### src/rtl/rp_8bit_bd_arb.sv
// Round-robin arbiter sharing the rp_8bit data-memory port between NRQ requesters.
// The grant is locked for one whole transfer, and a transfer is aborted after TMO cycles without m_ack.
module rp_8bit_bd_arb #(
  parameter int NRQ = 2,
  parameter int DAW = 13,
  parameter int DW  = 8,
  parameter int TMO = 15
) (
  input  logic               clk,
  input  logic               rst,
  input  logic [NRQ-1:0]     s_req,
  input  logic [NRQ-1:0]     s_wen,
  input  logic [NRQ*DAW-1:0] s_adr,
  input  logic [NRQ*DW-1:0]  s_wdt,
  output logic [DW-1:0]      s_rdt,
  output logic [NRQ-1:0]     s_ack,
  output logic               s_err,
  output logic               m_req,
  output logic               m_wen,
  output logic [DAW-1:0]     m_adr,
  output logic [DW-1:0]      m_wdt,
  input  logic [DW-1:0]      m_rdt,
  input  logic               m_ack,
  output logic [NRQ-1:0]     gnt
);

  localparam int PW = (NRQ > 1) ? $clog2(NRQ) : 1;

  typedef enum logic {IDLE, BUSY} state_t;

  state_t          state_reg;
  logic [PW-1:0]   ptr_reg;
  logic [PW-1:0]   g_reg;
  logic [NRQ-1:0]  gnt_reg;
  logic [7:0]      tcnt_reg;

  logic [PW-1:0]   win_lo;
  logic [PW-1:0]   win_hi;
  logic            any_lo;
  logic            any_hi;
  logic [PW-1:0]   win_next;
  logic [PW-1:0]   ptr_next;
  logic            busy;
  logic            timeout;
  logic            done;

  // Lowest requester at or above ptr wins; otherwise wrap to the lowest requester overall.
  always_comb begin
    win_lo = '0;
    win_hi = '0;
    any_lo = 1'b0;
    any_hi = 1'b0;
    for (int j = NRQ - 1; j >= 0; j--) begin
      if (s_req[j]) begin
        win_lo = PW'(j);
        any_lo = 1'b1;
        if (j >= int'(ptr_reg)) begin
          win_hi = PW'(j);
          any_hi = 1'b1;
        end
      end
    end
    win_next = any_hi ? win_hi : win_lo;
  end

  assign ptr_next = (g_reg == PW'(NRQ - 1)) ? '0 : g_reg + 1'b1;
  assign busy     = (state_reg == BUSY);
  assign timeout  = (tcnt_reg == 8'(TMO - 1));

  always_ff @(posedge clk) begin
    if (!rst) begin
      state_reg <= IDLE;
      ptr_reg   <= '0;
      g_reg     <= '0;
      gnt_reg   <= '0;
      tcnt_reg  <= '0;
    end else begin
      case (state_reg)
        IDLE: begin
          if (any_lo) begin
            g_reg     <= win_next;
            gnt_reg   <= NRQ'(1) << win_next;
            tcnt_reg  <= '0;
            state_reg <= BUSY;
          end
        end
        BUSY: begin
          if (m_ack || timeout) begin
            ptr_reg   <= ptr_next;
            gnt_reg   <= '0;
            state_reg <= IDLE;
          end else if (tcnt_reg != 8'hFF) begin
            tcnt_reg <= tcnt_reg + 8'd1;
          end
        end
        default: state_reg <= IDLE;
      endcase
    end
  end

  // Completion is masked while rst is low so a reset mid-transfer ends it silently.
  assign done  = busy && rst && (m_ack || timeout);
  assign s_err = busy && rst && !m_ack && timeout;
  assign s_rdt = (busy && rst && m_ack) ? m_rdt : '0;

  genvar gi;
  generate
    for (gi = 0; gi < NRQ; gi++) begin : g_ack
      assign s_ack[gi] = done && gnt_reg[gi];
    end
  endgenerate

  assign m_req = busy;
  assign m_wen = busy && s_wen[g_reg];
  assign m_adr = busy ? s_adr[g_reg*DAW +: DAW] : '0;
  assign m_wdt = busy ? s_wdt[g_reg*DW +: DW] : '0;
  assign gnt   = gnt_reg;

endmodule
### config.mk
export PLATFORM = sky130hd
export DESIGN_NAME = rp_8bit_bd_arb
export DESIGN_NICKNAME = d
export VERILOG_FILES = /design/src/rtl/rp_8bit_bd_arb.sv
export SDC_FILE = /design/constraint.sdc
export NUM_CORES = 1
export LEC_CHECK = 0
export ABC_AREA = 1
export CAP_MARGIN = 5
export CORE_MARGIN = 2
export CORE_UTILIZATION = 36
export CTS_BUF_LIST = sky130_fd_sc_hd__clkbuf_4 sky130_fd_sc_hd__clkbuf_8
export DETAILED_ROUTE_END_ITERATION = 8
export GPL_TIMING_DRIVEN = 0
export PLACE_DENSITY = 0.91
export SYNTH_ARGS = -nofsm -noshare
export SYNTH_HDL_FRONTEND = slang
export SYNTH_SLANG_ARGS = --single-unit
### constraint.sdc
create_clock -name clk -period 2.7 [get_ports clk]
set_input_delay 0.54 -clock clk [delete_from_list [all_inputs] [get_ports clk]]
set_output_delay 0.54 -clock clk [all_outputs]
set_load 0.03 [all_outputs]
==> flow_summary_export.csv, run 1 <==
group,metric,value,unit
logic_synthesis,synth_seq_cells,13,
timing,clock.fmax,0.394,GHz
worst_setup_path,r2r_start,"tcnt_reg[0]",
timing,setup_violations,0,
final_layout,drive_gt1_share,10.6,%
worst_setup_path,endpoint_kind,"output pin",
global_route,antenna_found_initial,0,
final_layout,syn2layout_area_growth,88.9,%
logic_synthesis,synth_edf_count,0,
route,wl_met3,273,µm
timing,slew_headroom,76.3,%
logic_synthesis,syn_nets,256,
floorplanning,die_h,59.8,µm
logic_synthesis,ys_types,25,
power,powerDensity,308,nW/µm²
timing,worstMarginPinSlew,0.355,ns
logic_synthesis,synthArstFlopShare,0,%
power,leakage,1.04,nW
timing,period_minus_slack,2.54,ns
timing,clock-skew-final,0.00656,ns
final_layout,largest_reg_flops,8,
logic_synthesis,yosys_warnings,0,
logic_synthesis,syn_inst,197,
power,p_sw,0.244,mW
route,dr_total_vias,1605,
clock_tree,h-tree-depth,1,
floorplanning,die-area,3580,µm²
placed_design,place.gp.congestion,0.822,
logic_synthesis,synth_seq_area_share,23.2,%
route,drc,0,
placed_design,pre_cts_slack,-0.313,ns
logic_synthesis,synth_ff_type,"dfxtp_1",
global_route,grt_max_degree,11,
route,dr.pass1.iters,4,
clock_tree,numClockSinks,13,
worst_setup_path,r2r_cells,10,
route,top_layer_used,"met4",
clock_tree,clk_latency,0.28,ns
timing,setup_tns,0,ns
timing,worst_slack,0.165,ns
power,total_power,0.652,mW
worst_setup_path,cp_max_fo,10,
power,seqPwrFrac,32.3,%
final_layout,fin_nets,353,
floorplanning,row_count,20,
clock_tree,cts_tree,"done",
floorplanning,pin_count,93,
route,drt_iter0_markers,59,
placed_design,placed_area,2080,µm²
timing,fin_crit_sh,93.9,%
clock_tree,postCtsHoldBufs,0,
worst_setup_path,crit_start,"m_req",
clock_tree,root_buffer,"clkbuf_4",
timing,hold_ws,0.482,ns
route,wl_met1,1.55,mm
final_layout,fin_util,70.6,%
final_layout,design_area,2120,µm²
floorplanning,core,3000,µm²
timing,grt_setup_unrepaired,"no",
final_layout,antenna_cells,0,
clock_tree,cts_buffers,3,
placed_design,io_buffers,92,
power,p_sw_share,37.4,%
power,internal-power,0.408,mW
worst_setup_path,arrival,2.00,ns
power,ir_drop,0.345,mV
global_route,grt_pass1_wl,6.13,mm
route,viasPerCell,4.92,
logic_synthesis,syn_avg_cell_area,5.70,µm²
final_layout,fin_cells,326,
route,drtAntennaViolNets,0,
placed_design,post-place-cells,322,
power,power_frac_clock,19.3,%
worst_setup_path,r2r_slack,1.22,ns
outcome,status,"finished clean",
floorplanning,die_x,59.8,µm
placed_design,dpl.hpwl,3.10,mm
worst_setup_path,crit_path_start_kind,"register",
min_path,hold_path_class,"reg -> reg",
global_route,grt_pass1_vias,1435,
worst_setup_path,cp.required,2.16,ns
floorplanning,start_util,37.4,%
worst_setup_path,r2r_end,"tcnt_reg[5]",
global_route,grt-ovfl-total,0,
worst_setup_path,worstSetupEndpoint,"m_adr[9]",
clock_tree,clockBufferDepth,2,
timing,drv_slew,0,
route,routed_wl,3.88,mm
flow_run,maxCapViolCount,0,
timing,finalHoldViolations,0,
logic_synthesis,synth.cell_area,1120,µm²
clock_tree,clkTransAtPathRegs,0.09,ns
route,dr_wl_met2,2.02,mm
route,wire_per_inst,11.9,µm
worst_setup_path,path_class,"reg -> out",
power,combPwrFrac,48.4,%
global_route,grtUsageTotal,21.8,%
## worst min-delay path by stage
| stage | start | end | cells after the start |
|---|---|---|---|
| 4_1_cts | ptr_reg | ptr_reg | 2 |
| 2_1_floorplan | ptr_reg | ptr_reg | 2 |
| 3_3_place_gp | ptr_reg | ptr_reg | 2 |
| 3_5_place_dp | ptr_reg | ptr_reg | 2 |
| 5_1_grt | ptr_reg | ptr_reg | 2 |
| 6_report | ptr_reg | ptr_reg | 2 |
## synth_stat cells, types with 2 or more instances
library cell | count | area share, %
a21oi_1 | 16 | 7.1
and3_1 | 2 | 1.1
clkbuf_1 | 6 | 2.0
dfxtp_1 | 13 | 23
ha_1 | 2 | 2.2
inv_1 | 21 | 7.0
nand2_1 | 21 | 7.0
nand2_2 | 4 | 2.2
nand3_1 | 12 | 5.4
nor2_1 | 63 | 21
o21ai_0 | 23 | 10
## layout make-up
class,instances,area (µm²)
Multi-Input combinational cell,155,754
Sequential cell,13,260
Inverter,22,82.6
Timing Repair Buffer,92,921
Buffer,7,32.5
Clock buffer,3,22.5
Fill cell,263,883
Tap cell,33,41.3
Clock inverter,1,5.00
## per-layer routing
metal	up-vias	track usage, %
met2	62	38.8
met5	-	0
met4	0	4.76
li1	825	-
met3	4	5.63
met1	714	26.1
## cell families after synthesis
logic type | share of synthesized area, %
AOI/OAI and AO/OA | 19.5
xor gates and xnor gates | 0.781
adders and majority gates | 2.23
buffers and inverters | 9.81
DFF | 23.2
and+or+nand+nor | 44.5
## placed cells by master (no fill, tap or decap), types with 2 or more instances in the layout
cell,count
dlygate4sd2_1,2
o21ai_0,23
a21oi_1,16
inv_1,20
clkdlybuf4s15_2,4
clkbuf_4,3
clkbuf_1,2
clkbuf_2,8
and3_1,2
dlymetal6s2s_1,7
clkdlybuf4s50_1,75
nand2_2,5
ha_1,2
nand3_1,12
nor2_1,63
inv_2,2
dfxtp_1,13
nand2_1,20
## power groups by stage
| stage | Clock [mW] | Combinational [mW] | Sequential, mW |
|---|---|---|---|
| floorplan | 0 | 0.145 | 0.221 |
| global placement | 0 | 0.312 | 0.214 |
| detailed placement | 0 | 0.316 | 0.215 |
| CTS | 0.127 | 0.316 | 0.211 |
| global route | 0.141 | 0.342 | 0.212 |
| finish | 0.126 | 0.316 | 0.211 |
## repair_timing
item / 4_1_cts / 5_1_grt
gates resized for setup: 22 / 21
setup buffers: 0 / 0
endpoints found under the hold margin: 0 / 0
endpoints found under the setup margin: 10 / 29
pin swaps: 0 / 0
## worst max-delay path, cell delays in order, from the launching register on
cell and delay [ns]:
dfxtp_1 0.33, buf_2 0.24, clkbuf_2 0.24, o21ai_0 0.11
nor2_1 0.11, clkdlybuf4s50_1 0.68
Power figures use the tool's default switching activity.
==> run 2, diff against run 1 <==
--- a/config.mk
+++ b/config.mk
@@ -5,11 +5,11 @@
 export SDC_FILE = /design/constraint.sdc
 export NUM_CORES = 1
 export LEC_CHECK = 0
-export ABC_AREA = 1
 export CAP_MARGIN = 5
 export CORE_MARGIN = 2
-export CORE_UTILIZATION = 36
+export CORE_UTILIZATION = 37
 export CTS_BUF_LIST = sky130_fd_sc_hd__clkbuf_4 sky130_fd_sc_hd__clkbuf_8
+export CTS_CLUSTER_DIAMETER = 50
 export DETAILED_ROUTE_END_ITERATION = 8
 export GPL_TIMING_DRIVEN = 0
 export PLACE_DENSITY = 0.91
==> run 2 against run 1 <==
Final cell count is 12% lower. Design area grew 3.4%. Sequential share of layout area fell by 0.41 points. Utilization is 0.64 points higher. Critical path depth is the same. Largest power group unchanged. Highest routed layer unchanged.
==> flow_summary_export.csv, run 2 <==
group,metric,value,unit
outcome,status,"finished clean",
route,drc,0,
logic_synthesis,synthArstFlopShare,0,%
final_layout,design_area,2190,µm²
global_route,grt_pass1_vias,1404,
timing,setup_violations,0,
global_route,grt-ovfl-total,0,
timing,worstMarginPinSlew,0.515,ns
floorplanning,die_x,61.1,µm
route,wire_per_inst,12.9,µm
clock_tree,clockBufferDepth,2,
final_layout,fin_cells,287,
clock_tree,post_cts_buffers,0,
clock_tree,cts_buffers,3,
power,powerDensity,293,nW/µm²
worst_setup_path,crit_path_start_kind,"register",
global_route,grt_max_degree,11,
clock_tree,root_buffer,"clkbuf_4",
floorplanning,die-area,3730,µm²
final_layout,syn2layout_area_growth,81.7,%
worst_setup_path,path_class,"reg -> out",
clock_tree,clkTransAtPathRegs,0.08,ns
clock_tree,cts_tree,"done",
route,drtAntennaViolNets,0,
logic_synthesis,synth_seq_cells,13,
clock_tree,h-tree-depth,1,
placed_design,placed_area,2170,µm²
logic_synthesis,yosysTopAreaCell,"dfxtp_1",
power,leakage,0.957,nW
worst_setup_path,crit_slowest_cell,"clkdlybuf4s50_1",
clock_tree,postCtsHoldBufs,0,
placed_design,post-place-cells,284,
logic_synthesis,yosys_warnings,0,
clock_tree,numClockSinks,13,
final_layout,largest_reg_flops,8,
logic_synthesis,synth_edf_count,0,
power,ir_drop,0.196,mV
floorplanning,die_h,61.1,µm
timing,finalHoldViolations,0,
logic_synthesis,syn_inst,149,
logic_synthesis,synth_top_area_share,21.6,%
global_route,antenna_found_initial,0,
placed_design,io_buffers,91,
timing,hold_ws,0.463,ns
worst_setup_path,cp_max_fo,10,
logic_synthesis,synth_seq_area_share,21.6,%
clock_tree,clk_latency,0.28,ns
timing,clock.fmax,0.392,GHz
floorplanning,core,3080,µm²
timing,clock-skew-final,0.00168,ns
timing,slew_headroom,65.6,%
global_route,grtUsageTotal,20.3,%
placed_design,place.gp.congestion,0.871,
min_path,hold_path_class,"reg -> reg",
final_layout,drive_gt1_share,10.7,%
placed_design,dpl.hpwl,3.00,mm
worst_setup_path,endpoint_kind,"output pin",
route,viasPerCell,5.16,
timing,drv_slew,0,
timing,period_minus_slack,2.55,ns
route,routed_wl,3.69,mm
floorplanning,start_util,39.2,%
logic_synthesis,synth.cell_area,1210,µm²
logic_synthesis,yosysMostFrequentCell,"nor2_1",
logic_synthesis,synth_ff_type,"dfxtp_1",
logic_synthesis,synth_top_cells_by_area,"dfxtp_1 (22%), mux2i_1 (19%), nor2_1 (7.8%)",
floorplanning,row_count,20,
flow_run,maxCapViolCount,0,
final_layout,final_common_cell,"clkdlybuf4s50_1",
final_layout,antenna_cells,0,
global_route,grt_pass1_wl,5.93,mm
logic_synthesis,syn_avg_cell_area,8.10,µm²
route,dr.pass1.iters,4,
timing,fin_crit_sh,94.4,%
floorplanning,pin_count,93,
worst_setup_path,crit_chain,"buf_6 -> clkinv_2 -> clkbuf_1 -> nor2_1 -> clkdlybuf4s50_1",
final_layout,final_cell_mix,"clkdlybuf4s50_1 (70), nor2_1 (25), mux2i_1 (23)",
route,dr_total_vias,1482,
timing,worst_slack,0.150,ns
worst_setup_path,arrival,2.01,ns
logic_synthesis,syn_nets,208,
timing,setup_tns,0,ns
logic_synthesis,ys_types,45,
final_layout,fin_nets,303,
worst_setup_path,cp.required,2.16,ns
worst_setup_path,critPathMaxStageDelay,0.68,ns
logic_synthesis,yosys-top-cells-count,"nor2_1 (25), mux2i_1 (23), dfxtp_1 (13)",
placed_design,pre_cts_slack,-0.0424,ns
route,drt_iter0_markers,131,
-- run 2: cell count changes after synthesis, sizes merged, moves of 8 or more --
cell   change
nor2      -39
mux2i     +23
o21ai     -19
inv       -17
a21oi     -16
nand2     -15
and2       +8
nand3      -8
-- run 2: cells by family (layout without fill, tap and decap cells) --
| logic type | count (synthesis) | count (layout) | synth area share (%) |
|---|---|---|---|
| compound gates | 21 | 21 | 16.2 |
| simple gates | 74 | 74 | 34.4 |
| mux | 24 | 24 | 20.0 |
| buf+inv | 15 | 109 | 5.70 |
| fa+ha+maj | 2 | 2 | 2.07 |
| flops | 13 | 13 | 21.6 |
-- run 2: what timing repair did --
item,CTS,global route
endpoints found under the setup margin,31,17
gates resized for setup,17,12
gates cloned,0,0
endpoints found under the hold margin,0,0
-- run 2: layer usage --
layer	up-vias	share of wire [%]	global-route usage, %
met1	671	40	25.9
met2	76	51	33.7
met3	8	8.2	6.30
met4	0	1.5	4.35
li1	727	-	-
met5	-	0	0
-- run 2: per-stage QoR --
| stage | util (%) | power (mW) |
|---|---|---|
| final | 71.2 | 0.642 |
| after global routing | 71.2 | 0.676 |
| after CTS | 70.9 | 0.648 |
| after detailed placement | 70.6 | 0.527 |
| after global placement | 70.6 | 0.523 |
| after floorplan | - | 0.368 |
-- run 2: worst max-delay path: cells and delay by family, from the launching register on --
| family | cells | cell delay, ns |
|---|---|---|
| and+or+nand+nor | 1 | 0.14 |
| buffers and inverters | 4 | 1.24 |
| DFF | 1 | 0.35 |
-- run 2: area by class of cell --
type	instances	area [µm²]
Timing Repair Buffer	91	900
Fill cell	238	886
Multi-Input combinational cell	121	877
Sequential cell	13	260
Tap cell	44	55.1
Buffer	8	48.8
Inverter	6	23.8
Clock buffer	3	22.5
Clock inverter	1	5.00
-- run 2: final timing paths --
check / from / to / slack, ns / cells past startpoint
max: m_req / m_wdt[6] / 0.15 / 5
min: ptr_reg / ptr_reg / 0.46 / 2
max reg2reg: tcnt_reg[0] / tcnt_reg[5] / 1.00 / 6
min reg2reg: ptr_reg / ptr_reg / 0.46 / 2
-- run 2: report_power, final --
| group | internal (mW) | switching (mW) | leakage [nW] |
|---|---|---|---|
| Sequential | 0.200 | 0.00798 | 0.106 |
| Combinational | 0.158 | 0.150 | 0.833 |
| Clock | 0.0551 | 0.0707 | 0.0177 |
==> run 3, diff against run 2 <==
--- a/config.mk
+++ b/config.mk
@@ -6,6 +6,7 @@
 export NUM_CORES = 1
 export LEC_CHECK = 0
 export CAP_MARGIN = 5
+export CORE_ASPECT_RATIO = 0.5
 export CORE_MARGIN = 2
 export CORE_UTILIZATION = 37
 export CTS_BUF_LIST = sky130_fd_sc_hd__clkbuf_4 sky130_fd_sc_hd__clkbuf_8
==> run 3 against run 2 <==
Sequential cell count unchanged. Worst setup slack worse by 0.067 ns. Utilization up 1.7 points. Non-clock buffer count up 1. Final cell count down 1.0%. Clock skew about the same. Largest cell class unchanged. Via count unchanged.
==> flow_summary_export.csv, run 3 (same netlist as run 2, synthesis figures left out) <==
group,metric,value,unit
final_layout,syn2layout_area_growth,84.3,%
timing,clock.fmax,0.382,GHz
route,dr_total_vias,1482,
worst_setup_path,arrival,2.08,ns
power,ir_drop,0.210,mV
floorplanning,die-area,3760,µm²
worst_setup_path,cp_max_fo,10,
global_route,antenna_found_initial,0,
worst_setup_path,r2r_slack,1.01,ns
clock_tree,postCtsResizedCells,12,
clock_tree,post_cts_buffers,0,
min_path,holdPathStages,2,
floorplanning,pin_count,93,
route,viasPerCell,5.22,
clock_tree,clk_latency,0.25,ns
floorplanning,core,3050,µm²
timing,slew_headroom,64.3,%
floorplanning,start_util,39.6,%
route,dr.pass1.iters,4,
clock_tree,root_buffer,"clkbuf_8",
timing,worstMarginPinSlew,0.534,ns
power,p_sw,0.236,mW
clock_tree,numClockSinks,13,
timing,drv_slew,0,
route,drtAntennaViolNets,0,
worst_setup_path,crit_chain,"buf_6 -> clkinv_1 -> clkbuf_2 -> nor2_1 -> clkdlybuf4s50_1",
floorplanning,die_h,44.4,µm
worst_setup_path,cp.required,2.16,ns
placed_design,place.gp.congestion,0.803,
min_path,hold_path_class,"reg -> reg",
placed_design,pre_cts_slack,-0.0480,ns
timing,worst_slack,0.0825,ns
global_route,grt_pass1_wl,6.42,mm
worst_setup_path,r2r_cells,6,
min_path,min_from,"ptr_reg",
worst_setup_path,endpoint_kind,"output pin",
route,drc,0,
placed_design,dpl.hpwl,3.25,mm
clock_tree,cts_buffers,3,
worst_setup_path,crit_slowest_cell,"clkdlybuf4s50_1",
worst_setup_path,r2r_start,"tcnt_reg[0]",
final_layout,antenna_cells,0,
power,combPwrFrac,44.1,%
clock_tree,h-tree-depth,1,
clock_tree,clkTransAtPathRegs,0.06,ns
power,power_frac_clock,26.8,%
final_layout,fillCellCount,246,
final_layout,drive_gt1_share,10.7,%
final_layout,largest_reg_flops,8,
power,internal-power,0.475,mW
final_layout,fin_nets,304,
power,p_sw_share,33.2,%
power,seqPwrFrac,29.1,%
outcome,status,"finished clean",
worst_setup_path,critPathMaxStageDelay,0.69,ns
global_route,grtUsageTotal,21.1,%
clock_tree,cts_tree,"done",
timing,finalHoldViolations,0,
power,leakage,1.00,nW
floorplanning,row_count,14,
placed_design,io_buffers,91,
power,powerDensity,320,nW/µm²
floorplanning,die_x,84.7,µm
final_layout,fin_util,72.9,%
route,routed_wl,3.97,mm
timing,period_minus_slack,2.62,ns
flow_run,maxCapViolCount,0,
worst_setup_path,r2r_end,"tcnt_reg[1]",
global_route,grt_pass1_vias,1452,
final_layout,final_common_cell,"clkdlybuf4s50_1",
clock_tree,clockBufferDepth,2,
route,drt_iter0_markers,57,
clock_tree,postCtsHoldBufs,0,
worst_setup_path,crit_family,"buffers and inverters",
worst_setup_path,crit_path_start_kind,"register",
final_layout,final_cell_mix,"clkdlybuf4s50_1 (70), nor2_1 (25), mux2i_1 (23)",
min_path,holdPathEnd,"ptr_reg",
global_route,grt-ovfl-total,0,
timing,clock-skew-final,0.00209,ns
timing,fin_crit_sh,96.9,%
worst_setup_path,worst-path-buf-inv,4,
worst_setup_path,path_class,"reg -> out",
timing,setup_violations,0,
global_route,grt_max_degree,11,
route,wire_per_inst,14.0,µm
-- run 3: final cells by class --
cell class,instances,area (µm²),share of cell area (%)
repair buffers,91,911,41.0
multi-input cells,121,877,39.4
flip-flops and latches,13,260,11.7
plain buffers,9,53.8,2.42
well taps,40,50.0,2.25
clock buffers,4,48.8,2.19
inverters,6,22.5,1.01
-- run 3: worst reg2reg max path, delay by kind of cell, from the launching register on --
kind,cells,cell delay [ns]
AOI/OAI and AO/OA,2,0.62
DFF,1,0.38
and+or+nand+nor,2,0.23
adders and majority gates,1,0.22
buffers and inverters,1,0.09
-- run 3: per-layer routing --
layer | track usage [%] | share of wire (%) | vias to the layer above
met5 | 0 | 0 | -
met4 | 7.62 | 2.1 | 0
met3 | 4.48 | 6.8 | 9
met2 | 40.5 | 51 | 62
met1 | 23.9 | 40 | 680
li1 | - | - | 731
-- run 3: per-stage QoR --
step	total power [mW]	TNS (ns)	instances	cell area [µm²]	hold WS, ns
floorplan	0.368	0	149	1210	0.432
global placement	0.521	0	280	2170	0.441
detailed placement	0.527	-0.133	280	2170	0.466
CTS	0.715	0	284	2200	0.475
global route	0.741	-0.00262	284	2220	0.501
finish	0.710	0	284	2220	0.481
-- run 3: power by group through the flow --
stage / Sequential, mW / Combinational, mW / Clock, mW
4_1_cts: 0.206 / 0.315 / 0.193
3_5_place_dp: 0.210 / 0.317 / 0
5_1_grt: 0.207 / 0.334 / 0.200
3_3_place_gp: 0.210 / 0.311 / 0
2_1_floorplan: 0.216 / 0.151 / 0
6_report: 0.207 / 0.313 / 0.190
-- run 3: worst max-delay path by stage --
| stage | startpoint | endpoint | slack [ns] | depth (start not counted) |
|---|---|---|---|---|
| floorplan | m_req | m_adr[0] | 0.63 | 4 |
| global placement | m_ack | s_err | 0.003 | 4 |
| detailed placement | m_ack | s_rdt[1] | -0.05 | 4 |
| CTS | m_req | m_adr[2] | 0.003 | 5 |
| global route | m_req | m_adr[7] | -0.001 | 5 |
| finish | m_req | m_wdt[1] | 0.08 | 5 |
